[config.mk]
export PLATFORM = sky130hd
export DESIGN_NAME = arb_out_queue
export DESIGN_NICKNAME = d
export VERILOG_FILES = /design/src/rtl/arb_out_queue.sv
export SDC_FILE = /design/constraint.sdc
export NUM_CORES = 1
export LEC_CHECK = 0
export ABC_CLOCK_PERIOD_IN_PS = 3000
export CORE_MARGIN = 3
export CORE_UTILIZATION = 60
export CTS_CLUSTER_SIZE = 28
export DETAILED_ROUTE_END_ITERATION = 8
export DONT_BUFFER_PORTS = 1
export PLACE_DENSITY = 0.83
export SETUP_SLACK_MARGIN = 0.1
export SYNTH_ARGS = -nofsm -noshare
export SYNTH_HDL_FRONTEND = slang
export SYNTH_HIERARCHICAL = 1
export SYNTH_SLANG_ARGS = --single-unit
[constraint.sdc]
create_clock -name clk -period 3 [get_ports clk]
set_input_delay 0 -clock clk [delete_from_list [all_inputs] [get_ports clk]]
set_output_delay 0 -clock clk [all_outputs]
set_load 0.02 [all_outputs]
[src/rtl/arb_out_queue.sv]
// Output queue behind the 4-input round-robin arbiter: FIFO of {chosen, bits} with per-source occupancy.
// Optional zero-latency flow-through when empty: define ARB_OUT_QUEUE_FLOW_EN.
module arb_out_queue_src_cnt #(
  parameter int CW = 3
) (
  input  logic          clk,
  input  logic          reset,
  input  logic          inc,
  input  logic          dec,
  output logic [CW-1:0] cnt
);
  always_ff @(posedge clk or negedge reset) begin
    if (!reset)             cnt <= '0;
    else if (inc && !dec)   cnt <= cnt + CW'(1);
    else if (dec && !inc)   cnt <= cnt - CW'(1);
  end
endmodule

module arb_out_queue #(
  parameter int DEPTH = 4,
  parameter int WIDTH = 8,
  localparam int PW = $clog2(DEPTH),
  localparam int CW = PW + 1
) (
  input  logic             clk,
  input  logic             reset,
  input  logic             io_enq_valid,
  output logic             io_enq_ready,
  input  logic [WIDTH-1:0] io_enq_bits,
  input  logic [1:0]       io_enq_chosen,
  output logic             io_deq_valid,
  input  logic             io_deq_ready,
  output logic [WIDTH-1:0] io_deq_bits,
  output logic [1:0]       io_deq_chosen,
  output logic [CW-1:0]    io_count,
  output logic [CW-1:0]    io_src_count_0,
  output logic [CW-1:0]    io_src_count_1,
  output logic [CW-1:0]    io_src_count_2,
  output logic [CW-1:0]    io_src_count_3
);
  typedef struct packed {
    logic [1:0]       chosen;
    logic [WIDTH-1:0] bits;
  } entry_t;

  entry_t [DEPTH-1:0] mem;
  entry_t             head_e;
  logic [PW-1:0]      head, tail;
  logic [CW-1:0]      count;
  logic               empty, full, bypass, enq_fire, deq_fire;
  logic [3:0]         src_inc, src_dec;
  logic [3:0][CW-1:0] src_cnt;

  assign head_e       = mem[head];
  assign empty        = (count == '0);
  assign full         = (count == CW'(DEPTH));
  assign io_enq_ready = !full;

`ifdef ARB_OUT_QUEUE_FLOW_EN
  // Empty queue forwards the enq side straight through; storage is skipped only if consumed now.
  assign bypass        = empty && io_enq_valid && io_deq_ready;
  assign io_deq_valid  = !empty || io_enq_valid;
  assign io_deq_bits   = empty ? io_enq_bits   : head_e.bits;
  assign io_deq_chosen = empty ? io_enq_chosen : head_e.chosen;
`else
  assign bypass        = 1'b0;
  assign io_deq_valid  = !empty;
  assign io_deq_bits   = head_e.bits;
  assign io_deq_chosen = head_e.chosen;
`endif

  assign enq_fire = io_enq_valid && !full && !bypass;
  assign deq_fire = io_deq_valid && io_deq_ready && !bypass;

  always_ff @(posedge clk or negedge reset) begin
    if (!reset) begin
      mem   <= '0;
      head  <= '0;
      tail  <= '0;
      count <= '0;
    end else begin
      if (enq_fire) begin
        mem[tail] <= '{chosen: io_enq_chosen, bits: io_enq_bits};
        tail      <= tail + PW'(1);
      end
      if (deq_fire) head <= head + PW'(1);
      case ({enq_fire, deq_fire})
        2'b10:   count <= count + CW'(1);
        2'b01:   count <= count - CW'(1);
        default: count <= count;
      endcase
    end
  end

  always_comb begin
    src_inc = '0;
    src_dec = '0;
    for (int s = 0; s < 4; s++) begin
      src_inc[s] = enq_fire && (io_enq_chosen == 2'(s));
      src_dec[s] = deq_fire && (head_e.chosen == 2'(s));
    end
  end

  // Same-source enq+deq cancels inside each counter.
  arb_out_queue_src_cnt #(.CW(CW)) u_src [3:0] (
    .clk   (clk),
    .reset (reset),
    .inc   (src_inc),
    .dec   (src_dec),
    .cnt   (src_cnt)
  );

  assign io_count       = count;
  assign io_src_count_0 = src_cnt[0];
  assign io_src_count_1 = src_cnt[1];
  assign io_src_count_2 = src_cnt[2];
  assign io_src_count_3 = src_cnt[3];
endmodule
Word level (Yosys, flattened, before mapping):

Cells that the tools add are included.

* bits in registers: 59
* bits in latches: 0
* RAM bits: 0
* bits in read-only memories: 0
* output and inout port bits: 27
* memories kept: 0

* $add $sub $neg: 12
* $mul: 0
* divide/modulo/power cells: 0
* order comparisons: 3
* equality and inequality tests: 9
* shift-type cells: 0
* muxes and demuxes: 14
* bitwise gates (word level): 0
* reductions and logical operators: 37

Operators by type and width (count)
* bitwise mux 40 bit: 1
* 2-to-1 mux 3 bit: 8
* binary-select mux 10 bit (select 2 bit): 1
* demux 10 bit (select 2 bit): 1
* 2-to-1 mux 10 bit: 2
* logical AND 1 bit: 19
* adder 3 x 1 -> 3 bit, second input constant: 5
* subtractor 3 x 1 -> 3 bit, second input constant: 5
* == test 2 bit, second input constant: 5
* zero test 1 bit: 10
* nonzero test 2 bit: 5
* == test 2 x 1 -> 1 bit, second input constant: 3
* less-than comparator 2 x 3 -> 1 bit, second input constant: 2
* case mux 3 bit (2 select lines): 1
* adder 2 x 1 -> 2 bit, second input constant: 2
* zero test 2 bit: 2
* == test 3 bit, second input constant: 1
* zero test 3 bit: 1
* >= comparator 2 x 1 -> 1 bit, second input constant: 1

Logic depth before layout (Yosys ltp):

Gate-level depths: netlist of run 1.

* word-level depth: 8
* mapped depth: 12
* gate-level depth less buffers: 12

Cells and area by module:

Netlist of run 1, hierarchy kept.

Modules (own cells, without submodules)
* arb_out_queue: times used 1, cells an instance 140, area an instance 2214.6 µm², seq. area each 1176.1 µm²
* arb_out_queue_src_cnt: times used 4, cells an instance 12, area an instance 156.4 µm², seq. area each 75.1 µm²

Least setup slack after synthesis of run 1:

No wires, ideal clock.

* path kind: reg2reg
* start point: reg count[0] (netlist: io_count[0])
* end point: reg u_src[3].cnt[2]
* arrival: 2359 ps
* data required time: 2921 ps
* path slack: 562 ps
* stages on the path, launching flop included: 12
* path buffers: 0
* cells stage by stage: dfrtp_1 > or3_1 > nand2_1 > inv_1 > and3_1 > inv_1 > ha_1 > inv_1 > fa_1 > xor2_1 > nor2_1 > xor2_1

* longest elaborated chain between the ends: 7
* elaborated cells on any way between the ends: 14
* those cells by class: 1 x eq/ne; 1 x mux; 12 x reduce/logical

RTL lines
* from (decl): line 49 `logic [CW-1:0] count;`
* from (signal assigned): line 88 `2'b10: count <= count + CW'(1);`
* from (signal assigned): line 89 `2'b01: count <= count - CW'(1);`
* from (signal assigned): line 90 `default: count <= count;`
* zero test 3 bit (*): line 55 `assign empty = (count == '0);`
* zero test 1 bit (*): line 67 `assign io_deq_valid = !empty;`
* net io_deq_valid: line 31 `output logic io_deq_valid,`
* logical AND 1 bit (*): line 73 `assign deq_fire = io_deq_valid && io_deq_ready && !bypass;`
* net deq_fire: line 50 `logic empty, full, bypass, enq_fire, deq_fire;`
* logical AND 1 bit (*): line 100 `src_dec[s] = deq_fire && (head_e.chosen == 2'(s));`
* net src_dec[3]: line 51 `logic [3:0] src_inc, src_dec;`
* zero test 1 bit: line 14 `else if (inc && !dec) cnt <= cnt + CW'(1);`
* logical AND 1 bit: line 14
* 2-to-1 mux 3 bit / nonzero test 2 bit (equally long branches)
* to (signal assigned): line 14
* to (signal assigned): line 15 `else if (dec && !inc) cnt <= cnt - CW'(1);`
* to (decl): line 10 `output logic [CW-1:0] cnt`

The timed path passes the listed nets; every way through them passes the cells marked *.
A chain may end at the register's enable or synchronous reset.

Worst setup path after layout of run 1:

* start point: reg head[0]
* end point: reg u_src[3].cnt[2]

* longest elaborated chain between the ends: 7
* elaborated cells on any way between the ends: 9
* those cells by class: 1 x eq/ne; 3 x mux; 5 x reduce/logical

RTL lines
* from (decl): line 48 `logic [PW-1:0] head, tail;`
* from (signal assigned): line 86 `if (deq_fire) head <= head + PW'(1);`
* binary-select mux 10 bit (select 2 bit) (*): line 54 `assign head_e = mem[head];`
* 2-to-1 mux 10 bit (implied by the code) (*): line 54
* net io_deq_chosen[1]: line 34 `output logic [1:0] io_deq_chosen,`
* == test 2 bit (*): line 100
* logical AND 1 bit (*): line 100
* net src_dec[3]: line 51
* zero test 1 bit: line 14
* logical AND 1 bit: line 14
* 2-to-1 mux 3 bit / nonzero test 2 bit (equally long branches)

The timed path passes the listed nets; every way through them passes the cells marked *. The select of a mux whose other input is x is not followed.

==> reports/results.txt, run 1 <==
final count of negative-setup-slack endpoints - 0
mapped cell area - 2840 um^2
Fill cells - 270
Warnings, synthesis - 6
GRT Total Usage - 0.2298
htree depth - 3
Post-Syn Instances - 188
clock buffer depth - 2
first-pass GRT wire length - 9128 um
Syn Area/Cell - 15.11 um^2
Required @ worst endpoint - 3.26 ns
Worst setup SP type - flip-flop
WL final - 5624 um
r2r startpoint - head[0]
floorplan row count - 24
Min-Delay Path Class - in -> reg
Area Growth Syn to Fin - 15.99%
WP depth - 9
Leak Pwr - 1.421 nW
status - finished, final reports clean
Least-Margin Pin Slew - 0.3774 ns
crit path kind - reg -> reg
Distinct cells, synth - 22
Critical path destination - u_src[3]/cnt[2]
CP max-delay cell - mux4_2
register area share after synthesis - 0.5198
Final Hold Vio Count - 0
power density over the cells - 1259 nW/um^2
die span in x - 74.80 um
final setup TNS - 0 ns
area of the multi-input gates - 1290 um^2
critical register-to-register path endpoint - u_src[3]/cnt[2]
RSZ-0062 raised after global routing - false
Buf/Inv on CP - 2
clock-pin slew on the worst setup and hold paths - 0.06 ns
largest net degree at the start of global routing - 60
non-filler instance count after layout - 270
worst hold slack - 0.01505 ns
CP top delay family - multiplexers
Synth Register Bits - 59
CTS tree - yes
worst-path cell chain - mux4_2 -> and3_1 -> inv_1 -> ha_1 -> inv_1 -> fa_1 -> xor2_1 -> nor2_1 -> xor2_1
postcts setup bufs - 0
Critical Path AT - 3.00 ns
Final Max Tran Viols - 0
drt first pass iters - 4
Max FO, Critical Path - 6
drt initial violations - 53
placed cell count - 240
r2r setup slk - 0.26 ns
average wire per standard cell - 20.83 um
min cycle time layout - 2.739 ns
fin nets - 242
dpl hpwl - 3612 um
Sequential Area - 1476 um^2
initial antenna violation count - 0
Critical Path Sink Type - flip-flop
remaining global-route overflow - 0
Peak VDD IR - 0.6707 mV
# IOs - 41
GPL Wtd Cong - 0.7287
worst-skew pair later-pin latency - 0.34 ns
Slew HR - 0.7484
DRC errors left - 0
die height - 74.80 um
ANT nets after route - 0
Via Count - 1589
layout cells sized above 1 - 0.3532
slowest stage delay, CP - 0.68 ns
CORE AREA - 4474 um^2
CTS root buf - clkbuf_8
vias per cell - 5.885
Final period util - 0.9131
Ant. Diodes - 0
die area - 5595 um^2
clk_skew - 0.009030 ns
clock tree sinks - 59
input/output buffers - 0
Critical Path Start - head[0]
vias in the first global route - 1758
Synth Net Count - 216
fmax - 365.1 MHz
Initial Util - 0.6348
Max-cap violations - 0
worst reg2reg path depth - 9
total CTS buffers - 9
-- cells in the mapped netlist --
cell type  number  share of area
nand2_2         1         0.0022
xor2_1         11          0.034
or3_1           1         0.0022
buf_6           1         0.0040
and3_1          1         0.0022
mux2i_1         1         0.0035
mux2_2         42           0.17
dfrtp_1        59           0.52
nand3_4         4          0.025
nor3_1          2         0.0035
mux2_1          3          0.012
nor3b_1         3         0.0079
buf_2           3         0.0053
fa_1            5          0.035
mux4_2         10          0.079
nand2_1         3         0.0040
and4_1          1         0.0031
inv_1          14          0.019
or3b_1          1         0.0031
ha_1            9          0.040
xnor2_1         7          0.022
nor2_1          6         0.0079
-- cells by family after synthesis --
family / share of synthesized area
xor+xnor: 0.05551
flops: 0.5198
buf+inv: 0.02775
fa+ha+maj: 0.07489
simple gates: 0.06080
mux: 0.2612
-- cell usage in the layout, fill, tap and decap left out, types with 5 or more instances in the layout --
| master | n |
|---|---|
| fa_1 | 5 |
| dfrtp_1 | 59 |
| mux4_2 | 10 |
| nor2_1 | 6 |
| inv_1 | 14 |
| dlygate4sd3_1 | 14 |
| xor2_1 | 11 |
| ha_1 | 9 |
| clkbuf_8 | 13 |
| mux2_2 | 42 |
| xnor2_1 | 7 |
-- sequential cells by signal, summed over array words and instances, names as in the netlist --
signal,flops
mem,40
tail,2
io_count,3
head,2
u_src/cnt,12
-- routing by layer --
layer  vias up  share of wire  global-route usage
met3        10          0.046             0.06809
met5         -              0                   0
met2        40           0.54              0.3951
met4         0          0.017             0.09684
li1        706              -                   -
met1       833           0.40              0.2694
-- report_power, final --
| part | leakage [nW] | switching [mW] | internal, mW | total [mW] |
|---|---|---|---|---|
| Clock | 0.109 | 0.299 | 0.470 | 0.769 |
| Sequential | 0.697 | 0.463 | 1.22 | 1.68 |
| Combinational | 0.616 | 0.824 | 0.874 | 1.70 |
-- area by class of cell --
| class | count | share of cell area |
|---|---|---|
| flip-flops and latches | 59 | 0.4482 |
| multi-input cells | 111 | 0.3916 |
| well taps | 52 | 0.01975 |
| clock buffers | 14 | 0.05545 |
| clock inverters | 1 | 0.009115 |
| inverters | 14 | 0.01595 |
| repair buffers | 19 | 0.06001 |
-- worst min-delay path by stage --
| stage | startpoint | slack [ns] | to | cells past startpoint |
|---|---|---|---|---|
| floorplan | reset | -0.30 | head[0] | 0 |
| global placement | reset | -0.29 | u_src[2]/cnt[2] | 0 |
| detailed placement | reset | -0.29 | u_src[2]/cnt[2] | 0 |
| CTS | io_enq_valid | 0.001 | mem[37] | 2 |
| global route | io_enq_valid | 0.003 | mem[1] | 2 |
| finish | io_enq_valid | 0.02 | mem[10] | 2 |
-- worst register-to-register path, cell delays in order, from the launching register on --
cell and delay [ns]:
dfrtp_1 0.57, mux4_2 0.68, and3_1 0.24, inv_1 0.09, ha_1 0.20, inv_1 0.07
fa_1 0.39, xor2_1 0.15, nor2_1 0.13, xor2_1 0.16
-- stage by stage --
| stage | setup slack (ns) | util | instance area [um^2] | power, mW |
|---|---|---|---|---|
| global placement | 0.4241 | 0.6502 | 2909 | 3.166 |
| finish | 0.2608 | 0.7363 | 3294 | 4.148 |
| floorplan | 0.5619 | - | 2840 | 2.947 |
| detailed placement | 0.2864 | 0.6502 | 2909 | 3.317 |
| global route | 0.1187 | 0.7363 | 3294 | 4.393 |
| CTS | 0.2587 | 0.7352 | 3289 | 4.162 |
-- timing repair --
action | in CTS | in global routing
endpoints found under the hold margin | 101 | 0
gates resized for setup | 0 | 1
setup endpoints to repair | 0 | 1
hold buffers | 15 | 0
No activity file was read; power rests on OpenSTA's default activity.
==> run 2: changes to the inputs <==
==> constraint.sdc (replaced) <==
create_clock -name clk -period 3 [get_ports clk]
set_input_delay 0.45 -clock clk [delete_from_list [all_inputs] [get_ports clk]]
set_output_delay 0.45 -clock clk [all_outputs]
set_load 0.02 [all_outputs]
==> run 2 against run 1 <==
  * Via count down 3.4%
  * Sequential share of layout area up 1.9 points
  * Worst hold slack better by 0.23 ns
  * Count of clock-buffer cells in the layout unchanged
  * Critical path type unchanged
  * Largest cell class unchanged
  * Largest power group is now sequential cells
==> reports/results.txt, run 2 (same netlist as run 1, synthesis figures left out) <==
ANT nets after route - 0 (unchanged)
drt first pass iters - 4 (unchanged)
average wire per standard cell - 20.49 um (-1.6%)
Max FO, Critical Path - 5 (-1)
Critical Path Sink Type - flip-flop
Final Hold Vio Count - 0 (unchanged)
vias in the first global route - 1655 (-5.9%)
dpl ws - 0.2864 ns (unchanged)
Least-Margin Pin Slew - 0.3805 ns (+0.003002 ns)
dpl hpwl - 3612 um (unchanged)
Top reg by flops - mem
Fill cells - 284 (+5.2%)
CTS root buf - clkbuf_8
GPL Wtd Cong - 0.7287 (unchanged)
largest net degree at the start of global routing - 60 (unchanged)
power density over the cells - 1288 nW/um^2 (+2.3%)
Leak Pwr - 1.365 nW (-4.0%)
worst-path cell chain - or3_1 -> nand2_1 -> inv_1 -> and3_1 -> inv_1 -> ha_1 -> inv_1 -> fa_1 -> xor2_1 -> nor2_1 -> xor2_1
clock-pin slew on the worst setup and hold paths - 0.06 ns (about the same)
die area - 5595 um^2 (unchanged)
Ant. Diodes - 0 (unchanged)
Final period util - 0.9175 (+0.004478)
post-CTS resize count - 0 (unchanged)
die height - 74.80 um (unchanged)
Via Count - 1535 (-3.4%)
cell mode on critical path - inv_1
worst setup margin - 0.2474 ns (-0.01343 ns)
Sequential Area - 1476 um^2 (unchanged)
worst-skew pair later-pin latency - 0.34 ns (about the same)
Slew HR - 0.7464 (-0.002001)
clk_skew - 0.007926 ns (-0.001104 ns)
area of the multi-input gates - 1285 um^2 (-0.39%)
htree depth - 3 (unchanged)
layout cells sized above 1 - 0.3707 (+0.01752)
# IOs - 41 (unchanged)
Max-cap violations - 0 (unchanged)
min cycle time layout - 2.753 ns (+0.01343 ns)
CORE AREA - 4474 um^2 (unchanged)
drt initial violations - 64 (+21%)
WL final - 5266 um (-6.4%)
status - finished, final reports clean
CP max-delay cell - or3_1
CTS tree - yes
Area Growth Syn to Fin - 11.23%
input/output buffers - 0 (unchanged)
DRC errors left - 0 (unchanged)
Required @ worst endpoint - 3.26 ns (about the same)
Peak VDD IR - 0.6598 mV (-1.6%)
die span in x - 74.80 um (unchanged)
Final Max Tran Viols - 0 (unchanged)
commonest non-fill, non-tap cell in the layout - dfrtp_1
GRT Total Usage - 0.2160 (-0.01385)
clock tree sinks - 59 (unchanged)
clock buffer depth - 2 (unchanged)
initial antenna violation count - 0 (unchanged)
most frequent cells in the layout - 59 x dfrtp_1, 42 x mux2_2, 14 x inv_1
RSZ-0062 raised after global routing - false
Initial Util - 0.6348 (unchanged)
fmax - 363.3 MHz (-0.49%)
total CTS buffers - 9 (unchanged)
remaining global-route overflow - 0 (unchanged)
first-pass GRT wire length - 8583 um (-6.0%)
Worst setup SP type - flip-flop
Min-Delay Path Class - in -> reg
floorplan row count - 24 (unchanged)
final count of negative-setup-slack endpoints - 0 (unchanged)
number of flip-flops in the largest register - 40 (unchanged)
slowest stage delay, CP - 0.51 ns (-0.17 ns)
fin nets - 229 (-5.4%)
vias per cell - 5.973 (+1.5%)
Critical Path AT - 3.01 ns (about the same)
final setup TNS - 0 ns (unchanged)
crit path kind - reg -> reg
[run 2: critical path: cells and delay by family (launching register included)]
kind	cells	cell delay (ns)
and+or+nand+nor	4	1.01
adders and majority gates	2	0.59
buffers and inverters	3	0.26
xor gates and xnor gates	2	0.31
DFF	1	0.50
[run 2: report_power, final]
part / internal [mW] / leakage (nW) / switching, mW
combinational: 0.839 / 0.560 / 0.797
sequential: 1.22 / 0.697 / 0.455
clock: 0.470 / 0.109 / 0.291
total: 2.53 / 1.37 / 1.54
[run 2: final cells by class]
cell class | count | area share
Clock buffer | 14 | 0.05782
Clock inverter | 1 | 0.009505
Inverter | 14 | 0.01663
Multi-Input combinational cell | 111 | 0.4067
Sequential cell | 59 | 0.4673
Tap cell | 52 | 0.02059
Timing Repair Buffer | 6 | 0.02139
[run 2: path summary, 6_finish.rpt]
kind	start	to	slack, ns	cells after the start
max in group asynchronous	reset	head[1]	2.12	2
setup reg to reg	io_count[0]	u_src[3]/cnt[2]	0.25	11
min in group asynchronous	reset	u_src[2]/cnt[2]	0.64	2
hold / removal	io_enq_bits[4]	mem[24]	0.25	1
hold reg to reg	mem[24]	mem[24]	0.49	1
setup / recovery	io_count[0]	u_src[3]/cnt[2]	0.25	11
[run 2: metal layers]
layer / share of wire / global-route usage / wire (um) / vias up
met5: 0 / 0 / 0 / -
met4: 0.018 / 0.08893 / 96 / 0
met3: 0.049 / 0.07477 / 257 / 10
met2: 0.52 / 0.3522 / 2732 / 36
met1: 0.41 / 0.2644 / 2180 / 807
li1: - / - / - / 682
[run 2: what timing repair did]
item,CTS,global route
endpoints found under the hold margin,59,0
buffers inserted,0,0
hold buffers,2,0
[run 2: per-stage QoR]
stage	area, um^2	std cells	total power [mW]	hold slack, ns	util
finish	3159	257	4.070	0.2459	0.7061
global route	3159	257	4.320	0.2310	0.7061
CTS	3159	257	4.123	0.2380	0.7061
detailed placement	2909	240	3.317	0.1557	0.6502
global placement	2909	240	3.166	0.1557	0.6502
floorplan	2840	188	2.947	0.1544	-
